--- src/rtl/approx_mult_err_engine.sv ---
// Error-characterization engine: sweeps all nonzero operand pairs through an attached
// multiplier and accumulates error count, distance, max distance and scaled relative error.
module approx_mult_err_engine #(
  parameter int W         = 4,
  parameter int LAT       = 0,
  parameter int RED_SCALE = 10000
) (
  input  logic             clk,
  input  logic             rst,
  input  logic             start,
  output logic [W-1:0]     op_a,
  output logic [W-1:0]     op_b,
  input  logic [2*W-1:0]   prod_in,
  output logic             busy,
  output logic             done,
  output logic [15:0]      err_count,
  output logic [31:0]      err_dist,
  output logic [2*W-1:0]   max_err,
  output logic [31:0]      red_sum
);

  localparam int PW = 2 * W;
  localparam int CW = (LAT > 0) ? $clog2(LAT + 1) : 1;
  localparam logic [W-1:0] OP_MAX = '1;

  typedef enum logic [2:0] {
    S_IDLE, S_DRIVE, S_CHECK, S_DIV, S_ACCUM, S_DONE
  } state_t;

  state_t r_state, w_state_next;

  logic [W-1:0]  r_a, r_b;
  logic [CW-1:0] r_lat_cnt;
  logic [PW-1:0] r_prod, r_ed, r_rem, r_max_err;
  logic [31:0]   r_quo, r_err_dist, r_red_sum;
  logic [4:0]    r_div_cnt;
  logic [15:0]   r_err_count;

  logic [PW-1:0] w_exact, w_ed, w_rem_next;
  logic [PW:0]   w_rem_shift, w_rem_sub;
  logic          w_qbit, w_lat_last, w_last_pair;
  logic [32:0]   w_red_add;
  logic [31:0]   w_red_next;

  assign w_exact     = PW'(r_a) * PW'(r_b);
  assign w_ed        = (r_prod >= w_exact) ? (r_prod - w_exact) : (w_exact - r_prod);
  assign w_lat_last  = (r_lat_cnt == CW'(LAT));
  assign w_last_pair = (r_a == OP_MAX) && (r_b == OP_MAX);

  // Restoring divider step: the dividend shifts out of r_quo while quotient bits shift in.
  assign w_rem_shift = {r_rem, r_quo[31]};
  assign w_rem_sub   = w_rem_shift - {1'b0, w_exact};
  assign w_qbit      = (w_rem_shift >= {1'b0, w_exact});
  assign w_rem_next  = w_qbit ? w_rem_sub[PW-1:0] : w_rem_shift[PW-1:0];

  assign w_red_add   = {1'b0, r_red_sum} + {1'b0, r_quo};
  assign w_red_next  = w_red_add[32] ? 32'hFFFF_FFFF : w_red_add[31:0];

  always_ff @(posedge clk) begin
    if (rst) r_state <= S_IDLE;
    else     r_state <= w_state_next;
  end

  always_comb begin
    w_state_next = r_state;
    busy         = 1'b0;
    done         = 1'b0;
    case (r_state)
      S_IDLE:  if (start) w_state_next = S_DRIVE;
      S_DRIVE: begin
        busy = 1'b1;
        if (w_lat_last) w_state_next = S_CHECK;
      end
      S_CHECK: begin
        busy         = 1'b1;
        w_state_next = (w_ed == '0) ? S_ACCUM : S_DIV;
      end
      S_DIV: begin
        busy = 1'b1;
        if (r_div_cnt == 5'd31) w_state_next = S_ACCUM;
      end
      S_ACCUM: begin
        busy         = 1'b1;
        w_state_next = w_last_pair ? S_DONE : S_DRIVE;
      end
      S_DONE: begin
        done = 1'b1;
        if (start) w_state_next = S_DRIVE;
      end
      default: w_state_next = S_IDLE;
    endcase
  end

  always_ff @(posedge clk) begin
    if (rst) begin
      r_a         <= '0;
      r_b         <= '0;
      r_lat_cnt   <= '0;
      r_prod      <= '0;
      r_ed        <= '0;
      r_rem       <= '0;
      r_quo       <= '0;
      r_div_cnt   <= '0;
      r_err_count <= '0;
      r_err_dist  <= '0;
      r_max_err   <= '0;
      r_red_sum   <= '0;
    end else begin
      case (r_state)
        S_IDLE, S_DONE: begin
          if (start) begin
            r_a         <= W'(1);
            r_b         <= W'(1);
            r_lat_cnt   <= '0;
            r_err_count <= '0;
            r_err_dist  <= '0;
            r_max_err   <= '0;
            r_red_sum   <= '0;
          end
        end
        S_DRIVE: begin
          if (w_lat_last) begin
            r_prod    <= prod_in;
            r_lat_cnt <= '0;
          end else begin
            r_lat_cnt <= r_lat_cnt + CW'(1);
          end
        end
        S_CHECK: begin
          r_ed      <= w_ed;
          r_quo     <= 32'(w_ed) * 32'(RED_SCALE);
          r_rem     <= '0;
          r_div_cnt <= '0;
        end
        S_DIV: begin
          r_rem     <= w_rem_next;
          r_quo     <= {r_quo[30:0], w_qbit};
          r_div_cnt <= r_div_cnt + 5'd1;
        end
        S_ACCUM: begin
          if (r_ed != '0) begin
            r_err_count <= r_err_count + 16'd1;
            r_err_dist  <= r_err_dist + 32'(r_ed);
            r_red_sum   <= w_red_next;
            if (r_ed > r_max_err) r_max_err <= r_ed;
          end
          // Operands stay on the final pair once the sweep ends.
          if (!w_last_pair) begin
            if (r_b == OP_MAX) begin
              r_b <= W'(1);
              r_a <= r_a + W'(1);
            end else begin
              r_b <= r_b + W'(1);
            end
          end
        end
        default: ;
      endcase
    end
  end

  assign op_a      = r_a;
  assign op_b      = r_b;
  assign err_count = r_err_count;
  assign err_dist  = r_err_dist;
  assign max_err   = r_max_err;
  assign red_sum   = r_red_sum;

endmodule
--- config.mk ---
export PLATFORM = sky130hd
export DESIGN_NAME = approx_mult_err_engine
export DESIGN_NICKNAME = d
export VERILOG_FILES = /design/src/rtl/approx_mult_err_engine.sv
export SDC_FILE = /design/constraint.sdc
export NUM_CORES = 1
export LEC_CHECK = 0
export CORE_MARGIN = 8
export CORE_UTILIZATION = 53
export CTS_CLUSTER_DIAMETER = 30
export DETAILED_ROUTE_END_ITERATION = 7
export PLACE_DENSITY = 0.83
export SYNTH_ARGS = -nofsm -noshare
export SYNTH_HDL_FRONTEND = slang
export SYNTH_SLANG_ARGS = --single-unit
--- constraint.sdc ---
create_clock -name clk -period 8.05 [get_ports clk]
set_clock_uncertainty 0.2 [all_clocks]
set_input_delay 0.805 -clock clk [delete_from_list [all_inputs] [get_ports clk]]
set_output_delay 0.805 -clock clk [all_outputs]
set_load 0.02 [all_outputs]
Yosys cells after proc, flatten, opt, wreduce, memory -nomap -nowiden --
Index checks and enable logic that the tools add are counted.
Operators by class: $add $sub $neg 10, multiply operators 2, div/mod/pow operators 0, order comparisons 3, equality and inequality tests 15, shifts and indexed selects 0, multiplexer cells 36, bitwise operators 1, reduce and logical (&&, ||, !) cells 16
Operators by type and width (number):
- $pmux W32 S2 | 3
- $mux W32 | 4
- $mux W8 | 5
- $add A32 B32 Y33 | 1
- $add A32 B8 Y32 | 1
- $mux W16 | 2
- $pmux W16 S2 | 1
- $pmux W8 S2 | 2
- $sub A8 B8 Y8 | 3
- $mux W4 | 5
- $mul A8 B10 Y18 const B | 1
- $add A16 B1 Y16 const B | 1
- $pmux W4 S2 | 2
- $mux W3 | 5
- $pmux W3 S5 | 1
- $ne A2 B2 Y1 const B | 6
- $pmux W5 S2 | 1
- $ge A9 B8 Y1 | 1
- $reduce_and A3 Y1 | 3
- $add A4 B1 Y4 const B | 2
- $eq A4 B4 Y1 const B | 2
- $ge A8 B8 Y1 | 1
- $gt A8 B8 Y1 | 1
- $logic_not A8 Y1 | 1
- 19 further kinds | 28
Storage, ports and cells: flip-flop bits (word level) 161, bits in latches 0, RAM bits 0, bits in read-only memories 0, bits of input ports 11, memories kept 0

Logic depth before layout (Yosys ltp) --
word-level depth 6, gate-level depth with buffers 34

Least setup slack after synthesis --
Ideal clock, no wire load.
path kind register to register, from register r_a[0] (netlist: op_a[0]), to register r_quo[21], setup time 114 ps, arrival time 8126 ps, path slack -390 ps, stages on the path, launching flop included 33, path buffers 0, cell sequence dfxtp_1 > nand2_1 > fa_1 > inv_1 > fa_1 > inv_1 > fa_1 > nor2b_1 > o21ai_0 > nand2b_1 > xor2_1 > ha_1 > nand3_1 > a31oi_1 > a211o_1 > maj3_4 > mux2i_1 > xnor2_2 > ha_1 > ha_1 > inv_1 > fa_1 > fa_1 > inv_1 > ha_1 > a21o_1 > a21oi_1 > o21bai_1 > a2111oi_0 > o311ai_0 > a2111oi_0 > nor4_1 > a21o_1
On the way: cells in the longest elaborated chain, start to end 5, elaborated cells on any way between the ends 7
RTL lines:
- from (decl) | line 32 | logic [W-1:0] r_a, r_b;
- from (signal assigned) | line 151 | r_a <= r_a + W'(1);
- $mul A4 B4 Y8 (*) | line 45 | assign w_exact = PW'(r_a) * PW'(r_b);
- $sub A8 B8 Y8 / $ge A8 B8 Y1 (equally long branches) | line 46 | assign w_ed = (r_prod >= w_exact) ? (r_prod - w_exact) : (w_exact - r_prod);
- $mux W8 (*) | line 46
- net w_ed[3] | line 39 | logic [PW-1:0] w_exact, w_ed, w_rem_next;
- $mul A8 B10 Y18 (*) | line 131 | r_quo <= 32'(w_ed) * 32'(RED_SCALE);
- $pmux W32 S2 (*) | line 109 | case (r_state)
- to (signal assigned) | line 131
- to (signal assigned) | line 137 | r_quo <= {r_quo[30:0], w_qbit};
- to (decl) | line 35 | logic [31:0] r_quo, r_err_dist, r_red_sum;
The timed path passes the listed nets; every way through them passes the cells marked *. A chain may end at the register's enable or synchronous reset.

Final worst setup path --
from register r_b[2] (netlist: op_b[2]), to register r_quo[21]
On the way: cells in the longest elaborated chain, start to end 5, elaborated cells on any way between the ends 7
RTL lines:
- from (decl) | line 32
- from (signal assigned) | line 153 | r_b <= r_b + W'(1);
- $mul A4 B4 Y8 (*) | line 45
- $sub A8 B8 Y8 / $ge A8 B8 Y1 (equally long branches) | line 46
- $mux W8 (*) | line 46
- net w_ed[6] | line 39
- $mul A8 B10 Y18 (*) | line 131
- $pmux W32 S2 (*) | line 109
Marks and branches as above.

==> flow_metrics.py <==
metrics = {
    "yosys": {
        "synth-edff-count": 0,
        "yosysWarningCount": 0,
        "synth_cell_types": 73,
        "syn_area_um2": 11400,
        "synth_ff_type": "dfxtp_1",
        "ys_ff_latch": 160,
        "synth.avg_cell_area_um2": 8.05,
        "syn-num-nets": 1575,
        "syn_inst": 1420,
        "ys_seq_area_share_pct": 28.0,
        "async_flop_share_pct": 0,
    },
    "setup_path": {
        "ff2ff_path_depth": 34,
        "start_kind": "register",
        "critPathTopFamily": "adder cells",
        "max_stage_delay_ns": 0.58,
        "crit_buf_inv": 6,
        "endpoint_kind": "register",
        "worst_ep_required_time_ns": 8.18,
        "crit_cells": 34,
        "crit_type": "reg -> reg",
        "path_max_fanout": 5,
        "critPathSlowestCell": "fa_2",
        "arrival_ns": 8.11,
    },
    "sta": {
        "tightest_slew_ns": 1.17,
        "final.period_utilization_pct": 99.2,
        "worst_slack_ns": 0.0671,
        "slew_headroom_pct": 21.5,
        "rsz0062_at_grt": "yes",
        "hold_viol": 0,
        "finalSetupViolCount": 0,
        "drv_slew": 0,
        "clock.fmax_ghz": 0.125,
        "finalCriticalPeriod_ns": 7.98,
    },
    "routing": {
        "vias": 10972,
        "wl_met2_um": 15300,
        "drt_iter0_markers": 808,
        "postRouteAntennaNets": 0,
        "wl_um": 31900,
        "top_layer": "met4",
        "wl_per_cell_um": 17.5,
        "wl_met1_um": 14000,
        "drt_first_pass_iters": 5,
        "drc": 0,
        "dr_wl_met3_um": 1950,
        "vias_per_cell": 6.02,
    },
    "cts": {
        "clk_pin_slew_ns": 0.07,
        "cts_tree": "done",
        "insertion_delay_ns": 0.44,
        "postCtsHoldBufs": 0,
        "cts_root_buf": "clkbuf_16",
        "cts_buffers": 17,
        "cts_max_path_buffers": 2,
        "htree_levels": 4,
        "clock_sinks": 160,
    },
    "power_and_ir_drop": {
        "p_sw_mw": 3.20,
        "total_power_mw": 6.92,
        "seq_power_share_pct": 14.0,
        "p_clk_share_pct": 12.2,
        "vdd_drop_max_v": 0.000735,
        "p_sw_share_pct": 46.3,
        "p_int_mw": 3.71,
        "p_per_area_nw_per_um2": 499,
        "pwr-share-comb_pct": 73.8,
        "p_leak_nw": 5.72,
    },
    "cells_and_area": {
        "mostFrequentLayoutCells": "dfxtp_1, nand2_1, nor2_1",
        "drive_gt1_share_pct": 9.95,
        "fin_nets": 1690,
        "fillers": 1699,
        "fin_area_um2": 13900,
        "syn_to_final_growth_pct": 21.3,
        "final_common_cell": "dfxtp_1",
        "antenna_cells": 0,
    },
    "global_routing": {
        "grt_antenna_before_repair": 0,
        "grt_overflow": 0,
        "grt_util_all_layers_pct": 23.4,
        "grt_pass1_wl_um": 51500,
        "grt_max_degree": 64,
        "grt_pass1_vias": 10341,
    },
    "floorplanning": {
        "die_x_um": 163,
        "ioPinCount": 109,
        "initial_core_util_pct": 54.2,
        "fp-row-count": 53,
        "core_um2": 21100,
        "dieHeight_um": 163,
        "fp.dieArea_um2": 26500,
    },
    "place": {
        "port_buffers": 108,
        "dpl-instance-area_um2": 12900,
        "pre_cts_ws_ns": -0.276,
        "dp_hpwl_um": 22600,
        "gp_congestion": 0.925,
    },
    "worst_hold_path": {
        "holdPathStages": 2,
        "hold_path.class": "reg -> reg",
    },
    "status": {
        "outcome": "completed",
    },
    "job": {
        "max_cap_violations": 0,
    },
}
-- kinds of logic (layout without fill, tap and decap cells) --
logic type,after synthesis,after routing,synth area share [%]
adders and majority gates,145,145,17.1
and+or+nand+nor,507,507,21.6
xor gates and xnor gates,83,83,6.56
AOI/OAI and AO/OA,351,351,19.5
buffers and inverters,149,277,5.01
DFF,160,160,28.0
muxes,25,25,2.25
-- synthesized netlist by cell type, drive strengths merged (17+ instances only) --
master / number / area share [%]
a21o: 20 / 1.3
nand3: 50 / 2.2
and3: 17 / 0.93
xnor2: 48 / 3.8
nand2: 148 / 4.9
a21oi: 122 / 5.5
fa: 18 / 3.2
o211ai: 19 / 1.2
xor2: 35 / 2.7
and2: 20 / 1.1
mux2i: 23 / 2.0
dfxtp: 160 / 28
or3: 20 / 1.1
inv: 85 / 2.8
nand4: 21 / 1.1
clkbuf: 52 / 1.7
nor2: 124 / 4.1
nor2b: 19 / 1.0
o21ai: 76 / 3.3
ha: 126 / 14
nor3: 31 / 1.4
a211oi: 22 / 1.6
-- worst paths after layout --
path | from | to | slack (ns)
worst max-delay path | op_b[2] | r_quo[21] | 0.07
worst min-delay path | red_sum[13] | red_sum[13] | 0.26
worst min register to register | red_sum[13] | red_sum[13] | 0.26
worst max register to register | op_b[2] | r_quo[21] | 0.07
-- sequential cells by signal (all words and copies together) (netlist names) --
name       cells
err_dist      32
r_quo         32
red_sum       32
err_count     16
max_err        8
r_ed           8
r_prod         8
r_rem          8
r_div_cnt      5
op_a           4
op_b           4
r_state        3
-- repair_timing --
item,in CTS,in global routing
hold endpoints to repair,0,0
gates resized for setup,11,31
pin swaps,14,30
endpoints found under the setup margin,4,7
buffers inserted,8,7
-- worst reg2reg max path: cells and delay by family, from the launching register on --
| kind | cells | cell delay (ns) |
|---|---|---|
| DFF | 1 | 0.34 |
| buffers and inverters | 6 | 0.43 |
| adders and majority gates | 11 | 4.06 |
| AOI/OAI and AO/OA | 7 | 1.27 |
| muxes | 1 | 0.22 |
| and+or+nand+nor | 6 | 0.83 |
| xor gates and xnor gates | 3 | 0.54 |
-- per-stage QoR --
step,utilization (%),TNS [ns],hold slack (ns),instances
6_report,65.7,0,0.262,1823
3_3_place_gp,61.3,0,0.243,1776
3_5_place_dp,61.3,-0.276,0.251,1776
4_1_cts,64.7,0,0.261,1816
5_1_grt,65.7,-0.704,0.287,1823
2_1_floorplan,-,-0.0458,0.236,1420
-- cell type report --
type                       instances  area (um^2)  share of cell area (%)
tap                              275          344                    2.48
inverter                          85          319                    2.30
clock buffer                      19          453                    3.27
sequential                       160         3220                    23.2
clock inverter                    13          151                    1.09
multi-input combinational       1111         7900                    57.0
timing repair buffer             160         1470                    10.6
-- metal layers --
metal  global-route usage (%)  vias to the layer above
met5                        0                        -
met4                     7.30                        0
met3                     3.64                       54
met2                     39.4                      381
met1                     30.1                     5276
li1                         -                     5261
-- power groups by stage --
stage | Clock, mW | Combinational, mW | Sequential, mW
after global placement | 0 | 3.94 | 0.979
after CTS | 0.854 | 4.49 | 0.964
after floorplan | 0 | 3.09 | 0.948
final | 0.846 | 5.10 | 0.968
after global routing | 0.886 | 5.59 | 0.976
after detailed placement | 0 | 4.04 | 0.982
Power figures use the tool's default switching activity.
